## config.mk

```make
export PLATFORM = sky130hd
export DESIGN_NAME = cmp_arbiter_rv32i
export DESIGN_NICKNAME = d
export VERILOG_FILES = /design/src/rtl/cmp_arbiter_rv32i.sv
export SDC_FILE = /design/constraint.sdc
export NUM_CORES = 1
export LEC_CHECK = 0
export CELL_PAD_IN_SITES_DETAIL_PLACEMENT = 1
export CELL_PAD_IN_SITES_GLOBAL_PLACEMENT = 1
export CORE_AREA = 2 2 138 86
export DETAILED_ROUTE_END_ITERATION = 7
export DIE_AREA = 0 0 140 88
export GPL_TIMING_DRIVEN = 1
export PLACE_DENSITY = 0.9
export RECOVER_POWER = 50
export SLEW_MARGIN = 20
export SYNTH_ARGS = -nofsm -noshare
export SYNTH_HDL_FRONTEND = slang
export SYNTH_SLANG_ARGS = --single-unit
```

## constraint.sdc

```tcl
create_clock -name clk -period 3.95 [get_ports clk]
set_input_delay 0.79 -clock clk [delete_from_list [all_inputs] [get_ports clk]]
set_output_delay 0.79 -clock clk [all_outputs]
set_load 0.02 [all_outputs]
```

## src/rtl/cmp_arbiter_rv32i.sv

```systemverilog
// Round-robin arbiter sharing one RV32I branch/SLT comparator between two ports.
// Define CMP_ARB_STATS_EN to build saturating grant/stall statistics counters.
module cmp_arbiter_rv32i #(
    parameter int WIDTH  = 32,
    parameter int STAT_W = 16
) (
    input  logic              clk,
    input  logic              rst,
    input  logic              flush,
    input  logic [1:0]        req_valid,
    input  logic [2:0]        req_op0,
    input  logic [2:0]        req_op1,
    input  logic [WIDTH-1:0]  req_a0,
    input  logic [WIDTH-1:0]  req_b0,
    input  logic [WIDTH-1:0]  req_a1,
    input  logic [WIDTH-1:0]  req_b1,
    output logic [1:0]        req_ready,
    output logic [1:0]        resp_valid,
    output logic              resp_taken,
    output logic              resp_err,
    output logic [STAT_W-1:0] stat_grant0,
    output logic [STAT_W-1:0] stat_grant1,
    output logic [STAT_W-1:0] stat_stall0,
    output logic [STAT_W-1:0] stat_stall1
);

    // Handshake: port i transfers when req_valid[i] && req_ready[i] in the same
    // cycle; req_ready is one-hot or zero and forced low while rst is high.
    logic             ptr_q, ptr_d;
    logic [1:0]       grant;
    logic [1:0]       resp_valid_q, resp_valid_d;
    logic             resp_taken_q, resp_taken_d;
    logic             resp_err_q, resp_err_d;

    logic [2:0]       sel_op;
    logic [WIDTH-1:0] sel_a, sel_b;
    logic             cmp_eq, cmp_ltu, cmp_lt;
    logic             cmp_taken, cmp_err;

    always_comb begin
        grant = 2'b00;
        if (!rst) begin
            case (req_valid)
                2'b01:   grant = 2'b01;
                2'b10:   grant = 2'b10;
                2'b11:   grant = ptr_q ? 2'b10 : 2'b01;
                default: grant = 2'b00;
            endcase
        end
    end

    assign req_ready = grant;

    always_comb begin
        sel_op = grant[1] ? req_op1 : req_op0;
        sel_a  = grant[1] ? req_a1  : req_a0;
        sel_b  = grant[1] ? req_b1  : req_b0;
    end

    // Signed less-than from the unsigned result plus sign bits; no subtraction,
    // so it cannot be fooled by overflow.
    always_comb begin
        cmp_eq  = (sel_a == sel_b);
        cmp_ltu = (sel_a < sel_b);
        cmp_lt  = (sel_a[WIDTH-1] != sel_b[WIDTH-1]) ? sel_a[WIDTH-1] : cmp_ltu;
    end

    always_comb begin
        cmp_taken = 1'b0;
        cmp_err   = 1'b0;
        case (sel_op)
            3'b000:  cmp_taken = cmp_eq;
            3'b001:  cmp_taken = !cmp_eq;
            3'b100:  cmp_taken = cmp_lt;
            3'b101:  cmp_taken = !cmp_lt;
            3'b110:  cmp_taken = cmp_ltu;
            3'b111:  cmp_taken = !cmp_ltu;
            default: cmp_err   = 1'b1;
        endcase
    end

    // A flushed grant still advances the pointer but never produces a response.
    always_comb begin
        ptr_d        = ptr_q;
        resp_valid_d = 2'b00;
        resp_taken_d = resp_taken_q;
        resp_err_d   = resp_err_q;
        if (grant != 2'b00) begin
            ptr_d = grant[0];
            if (!flush) begin
                resp_valid_d = grant;
                resp_taken_d = cmp_taken;
                resp_err_d   = cmp_err;
            end
        end
    end

    always_ff @(posedge clk) begin
        if (rst) begin
            ptr_q        <= 1'b0;
            resp_valid_q <= 2'b00;
            resp_taken_q <= 1'b0;
            resp_err_q   <= 1'b0;
        end else begin
            ptr_q        <= ptr_d;
            resp_valid_q <= resp_valid_d;
            resp_taken_q <= resp_taken_d;
            resp_err_q   <= resp_err_d;
        end
    end

    assign resp_valid = resp_valid_q;
    assign resp_taken = resp_taken_q;
    assign resp_err   = resp_err_q;

`ifdef CMP_ARB_STATS_EN
    logic [1:0][STAT_W-1:0] grant_cnt_q, grant_cnt_d;
    logic [1:0][STAT_W-1:0] stall_cnt_q, stall_cnt_d;

    always_comb begin
        grant_cnt_d = grant_cnt_q;
        stall_cnt_d = stall_cnt_q;
        for (int i = 0; i < 2; i++) begin
            if (grant[i] && (grant_cnt_q[i] != '1))
                grant_cnt_d[i] = grant_cnt_q[i] + STAT_W'(1);
            if (req_valid[i] && !grant[i] && (stall_cnt_q[i] != '1))
                stall_cnt_d[i] = stall_cnt_q[i] + STAT_W'(1);
        end
    end

    always_ff @(posedge clk) begin
        if (rst) begin
            grant_cnt_q <= '0;
            stall_cnt_q <= '0;
        end else begin
            grant_cnt_q <= grant_cnt_d;
            stall_cnt_q <= stall_cnt_d;
        end
    end

    assign stat_grant0 = grant_cnt_q[0];
    assign stat_grant1 = grant_cnt_q[1];
    assign stat_stall0 = stall_cnt_q[0];
    assign stat_stall1 = stall_cnt_q[1];
`else
    assign stat_grant0 = '0;
    assign stat_grant1 = '0;
    assign stat_stall0 = '0;
    assign stat_stall1 = '0;
`endif

endmodule

```

* Yosys cells after proc, flatten, opt, wreduce, memory -nomap -nowiden *
Cells that the tools add are included.

word-level totals
  flip-flop bits (word level) = 5
  latch bits = 0
  RAM bits = 0
  ROM bits = 0
  logic and storage cells = 34
  memories = 0

operators by class
  add/subtract/negate cells = 0
  multipliers = 0
  div/mod/pow operators = 0
  $lt $le $gt $ge = 1
  eq/ne operators = 10
  shift operators = 0
  multiplexer cells = 9
  bitwise logic cells = 2
  reductions and logical operators = 8

operators with widths
  kind                  number
  $mux W32              2
  $eq A32 B32 Y1        1
  $lt A32 B32 Y1        1
  $eq A3 B3 Y1 const B  4
  $pmux W1 S6           1
  $pmux W2 S3           1
  $reduce_or A6 Y1      1
  $eq A2 B2 Y1 const B  2
  $mux W2               2
  $eq A3 B1 Y1 const B  1
  $logic_not A1 Y1      3
  $logic_not A3 Y1      1
  $mux W3               1
  $reduce_or A3 Y1      1
  $eq A2 B1 Y1 const B  1
  $mux W1               2
  $not A1 Y1            2
  $reduce_and A2 Y1     1
  $reduce_bool A2 Y1    1
  $ne A1 B1 Y1          1

* Logic depth before layout (Yosys ltp) *
Gate-level depths: netlist (run 1).

  word-level depth = 8
  mapped depth = 13
  gate-level depth less buffers = 10

* Worst setup path after synthesis (run 1) *
Ideal clock, no wire load.

  path kind = input to register
  start point = input port rst
  end point = register resp_taken_q (netlist: resp_taken)
  library setup time = 0.122 ns
  arrival time = 2.997 ns
  setup slack = 0.831 ns
  cell stages on the path = 11
  buffers on the path = 2
  path through = and3b_4 -> buf_8 -> buf_2 -> mux2_2 -> ha_1 -> nand4_2 -> nor4_2 -> nand4_1 -> xor2_1 -> a21oi_1 -> o31ai_1

on the way
  longest elaborated chain between the ends = 6
  elaborated cells on any way between the ends = 20
  classes of those cells = order compare (1); eq/ne (7); mux (6); reduce/logical (6)

RTL lines
  element                                         line    text
  start: declaration                              8       input logic rst,
  $mux W2                                         42      if (!rst) begin
  $mux W32 (on tied branches)                     56, 57
  $lt A32 B32 Y1 or $ne A1 B1 Y1 (tied branches)  64, 65
  $mux W1                                         65      cmp_lt = (sel_a[WIDTH-1] != sel_b[WIDTH-1]) ? sel_a[WIDTH-1] : cmp_ltu;
  $logic_not A1 Y1                                75      3'b101: cmp_taken = !cmp_lt;
  $pmux W1 S6                                     71      case (sel_op)
  end signal: assignment                          107     resp_taken_q <= resp_taken_d;
  end: declaration                                32      logic resp_taken_q, resp_taken_d;

Several ways; a longest one is shown, not always the timed one.
A chain may end at the register's enable or synchronous reset.

* Worst setup path after layout (run 1) *
  start point = input port req_valid[0]
  end point = register resp_taken_q (netlist: resp_taken)

on the way
  longest elaborated chain between the ends = 8
  elaborated cells on any way between the ends = 24
  classes of those cells = order compare (1); eq/ne (10); mux (7); reduce/logical (6)

RTL lines
  element                                         line    text
  start: declaration                              10      input logic [1:0] req_valid,
  $eq A2 B2 Y1 or $eq A2 B1 Y1 (tied branches)    43      case (req_valid)
  $pmux W2 S3 (*)                                 43
  $mux W2 (*)                                     42
  $mux W32 (on tied branches)                     56, 57
  $lt A32 B32 Y1 or $ne A1 B1 Y1 (tied branches)  64, 65
  $mux W1                                         65
  $logic_not A1 Y1                                75
  $pmux W1 S6                                     71

Every way passes the cells marked *; elsewhere a longest branch is shown, timed or not.

==> impl_metrics.json, run 1 <==
{
  "status": "complete, but fails checks",
  "violations": "design-rule violations",
  "drv_cap": 0,
  "synth_enable_flop_cells": 0,
  "die_width_um": 140,
  "ys_warn_count": 0,
  "cp.buffers_inverters": 2,
  "min_path_type": "flop to flop",
  "ff2ff_path_depth": 11,
  "ys_seq_area_frac": 0.0437,
  "min_path_cells": 2,
  "grt_pass1_wl_um": 11900,
  "stdcell_area_sq_um": 3740,
  "path_clk_slew_ps": 30,
  "clkLatencyLatePin_ps": 230,
  "final_cells": 548,
  "combPwrFrac": 0.648,
  "crit_required_ps": 4090,
  "grt_usage": 0.122,
  "tightest_slew_ps": 856,
  "num-nets-final": 576,
  "drive_gt1_frac": 0.119,
  "drt-initial-drc-count": 56,
  "grt_max_degree": 45,
  "dieHeight_um": 88,
  "crit_type": "primary input to flop",
  "overflow": 0,
  "intPower_mw": 0.410,
  "drc": 6,
  "dp_hpwl_um": 7380,
  "slowest_delay_ps": 500,
  "swShare": 0.359,
  "place_congestion": 0.760,
  "antenna_cells": 0,
  "totalWireLength_um": 8040,
  "max_freq_mhz": 270,
  "ys_types": 37,
  "p_clk_frac": 0.265,
  "cp-end-kind": "flop",
  "cp_max_fo": 44,
  "fillCellCount": 1322,
  "dpl_cell_area_sq_um": 3650,
  "vias": 2240,
  "fin_crit_sh": 0.937,
  "syn_to_final_growth_pct": 63.0,
  "p_seq_frac": 0.087,
  "synth_cells": 262,
  "port_buffers": 144,
  "setup_viol": 0,
  "cts_buffers": 3,
  "ant_nets": 0,
  "syn_area_per_cell_sq_um": 8.75,
  "startpoint_type": "primary input",
  "ios": 209,
  "drt_pre_antenna_iters": 6,
  "area.sequential_sq_um": 100,
  "dp.cells": 544,
  "synth_area_sq_um": 2290,
  "routedWlPerCell_um": 14.7,
  "initial_core_util": 0.207,
  "via_per_inst": 4.09,
  "tritoncts": "yes",
  "crit_cells": 12,
  "place_ws_ps": -91.4,
  "core.rowCount": 30,
  "arrival_ps": 3840,
  "core_sq_um": 11100,
  "grt_pass1_vias": 2375,
  "clockBufferDepth": 2,
  "finalHoldViolCount": 0,
  "cts_htree_levels": 1,
  "layout_setup_ws_ps": 249,
  "cts_sinks": 5,
  "drv_slew": 0,
  "slew_headroom": 0.424,
  "cellLeakagePower_nw": 1.50,
  "p_per_area_nw_per_um2": 171,
  "multi_input_comb_area_sq_um": 1880,
  "dieArea_sq_um": 12300,
  "ys_ff_latch": 5,
  "crit_chain": "clkdlybuf4s50_1 -> nand2b_4 -> and3b_4 -> buf_12 -> mux2_2 -> ha_1 -> nand4_1 -> nor3_2 -> o21ai_0 -> a31oi_2 -> nor3_1 -> o31ai_1",
  "switchingPower_mw": 0.230,
  "post_cts_buffers": 0,
  "layout_min_cycle_time_ps": 3700,
  "final.setup_skew_ps": 0.233,
  "synth_top_flop_cell": "dfxtp_1",
  "path_delay_family": "simple AND/OR/NAND/NOR gates",
  "synthArstFlopShare": 0,
  "total_power_mw": 0.640,
  "antenna_found_initial": 0,
  "ir_drop_v": 0.000111,
  "critPathSlowestCell": "clkdlybuf4s50_1",
  "clk_root_buffer_cell": "clkbuf_16",
  "holdWs_ps": 495,
  "rsz0062_at_grt": "no"
}
through the flow:
| step | TNS, ps | utilization |
|---|---|---|
| 4_1_cts | 0 | 0.337 |
| 3_3_place_gp | -18.5 | 0.330 |
| 5_1_grt | 0 | 0.337 |
| 3_5_place_dp | -91.4 | 0.330 |
| 6_report | 0 | 0.337 |
| 2_1_floorplan | 0 | - |
power by group through the flow:
stage          Combinational (mW)  Sequential [mW]  Clock [mW]
2_1_floorplan               0.265           0.0586           0
3_3_place_gp                0.400           0.0559           0
3_5_place_dp                0.416           0.0562           0
4_1_cts                     0.418           0.0555       0.172
5_1_grt                     0.457           0.0558       0.177
6_report                    0.415           0.0556       0.170
state kept, by name (all words and copies together), names as in the netlist:
register,count
resp_taken,1
resp_err,1
ptr_q,1
resp_valid,2
placed cells by master (no fill, tap or decap), types with 2 or more instances in the layout:
cell / netlist / routed
nor2b_1: 2 / 2
nor2_1: 9 / 9
dfxtp_1: 5 / 5
a21oi_1: 18 / 18
nand3_1: 2 / 2
conb_1: 1 / 64
ha_1: 32 / 32
xor2_1: 3 / 3
mux2i_1: 35 / 35
clkdlybuf4s50_1: 0 / 141
dlygate4sd3_1: 0 / 3
buf_12: 0 / 2
mux2_2: 32 / 32
nor3_1: 3 / 2
nand4_1: 6 / 6
nand2b_1: 3 / 3
o21ai_0: 5 / 5
clkbuf_16: 0 / 3
nand2_1: 11 / 11
inv_1: 3 / 3
a211oi_1: 3 / 3
worst min-delay path: stages, from the launching register on:
cell	delay, ps
dfxtp_1	320
a21oi_1	60
nor2_1	70
synthesized netlist by cell type, types with 3 or more instances:
cell type  instances  area [sq um]
xor2_1             3          26.3
nor2_1             9          33.8
nand2_1           11          41.3
dfxtp_1            5           100
mux2_2            32           360
nand4_1            6          37.5
o21ai_0            5          25.0
nor3_1             3          15.0
inv_1              3          11.3
mux2i_1           35           350
a21oi_1           18          90.1
nand2b_1           3          18.8
ha_1              32           400
a211oi_1           3          22.5
buf_4             70           526
final cells by class:
class,count,area share
multi-input cells,245,0.502
repair buffers,147,0.399
clock buffers,4,0.0211
inverters,3,0.00301
flip-flops and latches,5,0.0268
well taps,144,0.0482
logic make-up (layout without fill, tap and decap cells):
| group | after synthesis | in the layout | share of synthesized area |
|---|---|---|---|
| buf+inv | 75 | 154 | 0.243 |
| compound gates | 33 | 33 | 0.0895 |
| simple gates | 44 | 44 | 0.110 |
| flops | 5 | 5 | 0.0437 |
| mux | 69 | 69 | 0.326 |
| fa+ha+maj | 32 | 32 | 0.175 |
| other cells | 1 | 64 | 0.00164 |
| xor+xnor | 3 | 3 | 0.0115 |
layer usage:
layer | track usage | part of all wire | up-vias
li1 | - | - | 1103
met2 | 0.245 | 0.55 | 68
met1 | 0.143 | 0.41 | 1067
met3 | 0.0197 | 0.044 | 2
met5 | 0 | 0 | -
met4 | 0.0119 | 0.0012 | 0
worst paths after layout:
| path | to | start | slack [ps] |
|---|---|---|---|
| max | resp_taken | req_valid[0] | 250 |
| min reg2reg | resp_err | resp_err | 500 |
| min | resp_err | resp_err | 500 |
| max reg2reg | resp_taken | ptr_q | 920 |
repair_timing:
item	4_1_cts	5_1_grt
resized for setup	0	1
endpoints found under the setup margin	0	1
hold buffers	0	0
Note: power is estimated with default switching activity, not from simulation.
==> inputs of run 2 (changes only) <==
Settings changed: REMOVE_ABC_BUFFERS from default to 1.
==> run 2 against run 1 <==
The run still ends with design-rule violations left. Largest cell class unchanged. Non-clock buffer count increased by 3. Sequential share of layout area about the same. Sequential power barely moved. Critical endpoint unchanged. First-iteration DRC count increased by 1.8%. Worst hold slack better by 20 ps. Highest routed layer unchanged. Count of clock-buffer cells in the layout stayed put. Maximum frequency down 1.4%.
==> impl_metrics.json, run 2 (synthesis results as in run 1) <==
{
  "status": "complete, but fails checks",
  "violations": "design-rule violations",
  "largest_reg_flops": 2,
  "layout_min_cycle_time_ps": 3750,
  "grt_pass1_vias": 2375,
  "drive_gt1_frac": 0.125,
  "num-nets-final": 579,
  "crit_type": "primary input to flop",
  "grt_usage": 0.122,
  "overflow": 0,
  "clk_root_buffer_cell": "clkbuf_16",
  "initial_core_util": 0.207,
  "fin_crit_sh": 0.950,
  "drt_pre_antenna_iters": 8,
  "cts_sinks": 5,
  "drv_slew": 0,
  "finalHoldViolCount": 0,
  "syn_to_final_growth_pct": 64.0,
  "antenna_found_initial": 0,
  "crit_required_ps": 4080,
  "dp_hpwl_um": 7210,
  "via_per_inst": 4.00,
  "core_sq_um": 11100,
  "ant_nets": 0,
  "min_path_type": "flop to flop",
  "dp.cells": 547,
  "ir_drop_v": 0.000118,
  "drt-initial-drc-count": 57,
  "core.rowCount": 30,
  "rsz0062_at_grt": "no",
  "antenna_cells": 0,
  "clkLatencyLatePin_ps": 230,
  "cts_buffers": 3,
  "fillCellCount": 1324,
  "grt_max_degree": 40,
  "dieHeight_um": 88,
  "cp-end-kind": "flop",
  "port_buffers": 144,
  "grt_pass1_wl_um": 12100,
  "tightest_slew_ps": 813,
  "drv_cap": 0,
  "setup_viol": 0,
  "tritoncts": "yes",
  "clockBufferDepth": 2,
  "ios": 209,
  "final_cells": 551,
  "p_per_area_nw_per_um2": 171,
  "path_clk_slew_ps": 40,
  "final_cell_mix": "clkdlybuf4s50_1 (142), conb_1 (64), mux2i_1 (35)",
  "slew_headroom": 0.452,
  "routedWlPerCell_um": 14.5,
  "totalWireLength_um": 7990,
  "max_freq_mhz": 266,
  "cp_max_fo": 39,
  "post_cts_buffers": 0,
  "drc": 8,
  "final_util": 0.339,
  "startpoint_type": "primary input",
  "final.setup_skew_ps": 5.17,
  "vias": 2205,
  "die_width_um": 140,
  "arrival_ps": 3890,
  "mostFrequentLayoutCell": "clkdlybuf4s50_1",
  "place_congestion": 0.750,
  "dieArea_sq_um": 12300,
  "cellLeakagePower_nw": 1.52,
  "cts_htree_levels": 1
}
run 2: cell count changes in the layout (fill, tap and decap cells not counted), sizes merged:
cell / previous run / this run
dlygate4sd3: 3 / 2
clkdlybuf4s50: 141 / 142
buf: 3 / 6
run 2: final timing paths:
check,cells past startpoint,slack [ps],to,startpoint
hold / removal,2,520,resp_err,resp_err
hold reg to reg,2,520,resp_err,resp_err
setup reg to reg,11,830,resp_taken,ptr_q
setup / recovery,12,200,resp_taken,req_valid[0]
run 2: power breakdown:
part | switching [mW] | total, mW | internal (mW)
registers | 0.00171 | 0.0556 | 0.0538
clock network | 0.0356 | 0.170 | 0.134
logic | 0.192 | 0.417 | 0.225
total | 0.229 | 0.642 | 0.413
run 2: layer usage:
metal / up-vias / track usage / wire (um)
met3: 2 / 0.0148 / 393
li1: 1112 / - / -
met2: 70 / 0.236 / 4150
met1: 1021 / 0.151 / 3420
met5: - / 0 / 0
met4: 0 / 0.0138 / 19
run 2: worst max-delay path: stages:
cell and delay [ps]:
clkdlybuf4s50_1 480, nand2b_4 110, and3b_4 240, buf_12 240, mux2_2 380, ha_1 320, nand4_1 230, nor3_2 310
o21ai_0 190, a31oi_2 240, nor3_1 70, o31ai_1 260
run 2: cell type report:
type                    instances  area [sq um]  share of cell area
multi-input cells             245          1880               0.499
flip-flops and latches          5           100              0.0266
repair buffers                150          1510               0.402
well taps                     144           180              0.0479
clock buffers                   4          78.8              0.0210
inverters                       3          11.3             0.00300
run 2: stage by stage:
step / total power, mW / TNS [ps] / worst slack, ps / area, sq um / hold slack, ps
3_5_place_dp: 0.472 / -177 / -177 / 3670 / 501
3_3_place_gp: 0.457 / -163 / -163 / 3670 / 474
6_report: 0.642 / 0 / 196 / 3760 / 516
2_1_floorplan: 0.270 / 0 / 401 / 1980 / 458
4_1_cts: 0.647 / 0 / 5.00 / 3750 / 523
5_1_grt: 0.690 / 0 / 50.5 / 3760 / 556
run 2: repair_timing:
action	in CTS	in global routing
hold buffers	0	0
endpoints found under the setup margin	0	1
gates resized for setup	0	1
==> edit (flow settings as in run 2) <==
Add a define of `CMP_ARB_STATS_EN`.
--- a/src/rtl/cmp_arbiter_rv32i.sv
+++ b/src/rtl/cmp_arbiter_rv32i.sv
@@ -1,5 +1,7 @@
 // Round-robin arbiter sharing one RV32I branch/SLT comparator between two ports.
 // Define CMP_ARB_STATS_EN to build saturating grant/stall statistics counters.
+`define CMP_ARB_STATS_EN
+
 module cmp_arbiter_rv32i #(
     parameter int WIDTH  = 32,
     parameter int STAT_W = 16
Behaviour: not the same (Yosys sat finds a counterexample within 4 cycles, from zero or initial values and one cycle with rst high).
==> edit against run 2 <==
The run ends with design-rule violations, max-capacitance violations, max-slew violations left; sequential power grew to 13 times the old value; worst setup slack better by 140 ps; final cell count is 74% higher; total power grew to 3.1 times the old value; cell area is 94% higher; routed wire length is 140% higher; critical path type unchanged; fmax is 3.8% higher; combinational power is 5.8% higher; clock skew is 0.53 ps higher; area after synthesis is 110% higher; die area stayed put; worst hold slack worse by 46 ps; sequential cell count is 64 higher.
==> edit: results (changes against run 2) <==
* Status: complete, but fails checks
* Worst-path clk slew at 60 ps (+20 ps)
* Failing checks: design-rule violations, max-capacitance violations, max-slew violations
* Met3 Routed Length at 795 um (+100%)
* Met2 wire length at 9710 um (+130%)
* Area contributors post-synth: dfxtp_1 (29%), nand2_1 (10%), ha_1 (9.5%)
* Worst R2R Start: ptr_q
* Max_cap viols at 1 (+1)
* GR Util All Layers at 30.9% (+19 points)
* Worst Hold Class: reg -> reg
* Resize count post-CTS at 0 (unchanged)
* Min Hold Slack at 470 ps (-45.7 ps)
* DR top layer: met4
* Share of cells above drive strength 1 at 4.67% (-7.9 points)
* HP Start: resp_err
* TritonCTS buffer count at 9 (+6)
* Syn-to-layout area delta at 53.1%
* Post-Route M1 WL at 8180 um (+140%)
* Worst vdd ir at 220 uV (+87%)
* Slowest stage delay, CP at 570 ps (+90 ps)
* Hold endpoint: resp_err
* Largest net degree at the start of global routing at 73 (+83%)
* Initial antenna violation count at 0 (unchanged)
* Critical path peak fanout at 33 (-15%)
* Worst rel slew slack at -14.0% (-59 points)
* Worst skew pair latency at 330 ps (+100 ps)
* Worst hold path depth at 2 (unchanged)
* Crit path DAT at 3880 ps (about the same)
* Post-Route WL at 19300 um (+140%)
* Pleak at 0.00298 uW (+97%)
* Routed vias/inst at 5.57 (+39%)
* Setup Skew at 5.70 ps (+0.531 ps)
* Total setup buffers inserted after CTS at 0 (unchanged)
* Reg-to-Reg End: resp_taken
* Slew Viols, Final at 6 (+6)
* Clock Path Buffers at 2 (unchanged)
* Slowest cell on crit path: or4_1
* Global-route wire length before repair at 30000 um (+150%)
* CTS H-tree depth at 3 (+2)
* Most used DFF post-synth: dfxtp_1
* Gpl congestion at 0.916 (+22%)
* Worst slack at placement at -0.800 ps (+176 ps)
* Vias in the first global route at 5709 (+140%)
* FFs w/ async S/R, synth at 0% (unchanged)
* Reg2reg path depth at 12 (+1)
* Nets at 984 (+70%)
* DRT Pass-1 Iters at 7 (-1)
* Port buffer count at 208 (+44%)
* Post-synthesis sequential area ratio at 29.0% (+25 points)
* Initial drt markers at 262 (+360%)
* Synth unique cells at 57 (+54%)
* # fillers at 1321 (-0.23%)
* DP Area at 0.00701 sq mm (+91%)
* Commonest cells in the netlist: nand2_1 (127), dfxtp_1 (69), nor2_1 (66)
* DP HPWL at 14600 um (+100%)
* DRC at 10 (+2)
-- edit: area by class of cell --
type	instances	share of cell area, %
clock buffers	10	3.28
clock inverters	6	0.858
inverters	12	0.618
multi-input cells	501	44.2
flip-flops and latches	69	19.0
well taps	144	2.47
repair buffers	216	29.6
-- edit: cell families after synthesis --
group	Yosys count	share of synthesized area, %
adders and majority gates	36	9.46
DFF	69	29.0
and+or+nand+nor	311	31.2
AOI/OAI and AO/OA	60	9.15
muxes	38	8.02
xor gates and xnor gates	56	10.3
buffers and inverters	34	2.87
-- edit: metal layers --
layer  up-vias  track usage [%]
li1       2529                -
met1      2587             37.1
met2       172             56.2
met3        51             5.80
met4         0             11.5
met5         -                0
-- edit: report_power, final --
group / internal (uW) / switching (uW)
clock: 503 / 315
sequential: 706 / 12.4
combinational: 237 / 204
-- edit: worst max path at each step --
stage | to | startpoint | cells after the start | slack (ps)
2_1_floorplan | resp_taken | req_valid[1] | 11 | -990
3_3_place_gp | resp_taken | req_valid[1] | 13 | 200
3_5_place_dp | resp_taken | req_valid[1] | 13 | -0.8
4_1_cts | resp_taken | req_valid[1] | 13 | 340
5_1_grt | resp_taken | req_valid[1] | 13 | 220
6_report | resp_taken | req_valid[1] | 13 | 330
-- edit: through the flow --
step,total power [uW],setup TNS [ps],cells
floorplan,926,-988,582
global placement,1150,0,942
detailed placement,1170,-0.800,942
CTS,1990,0,958
global route,2060,0,958
finish,1980,0,958
-- edit: worst min-delay path, cell delays in order (launching register included) --
cell and delay, ps:
dfxtp_1 310, nand2_1 60, a21oi_1 60
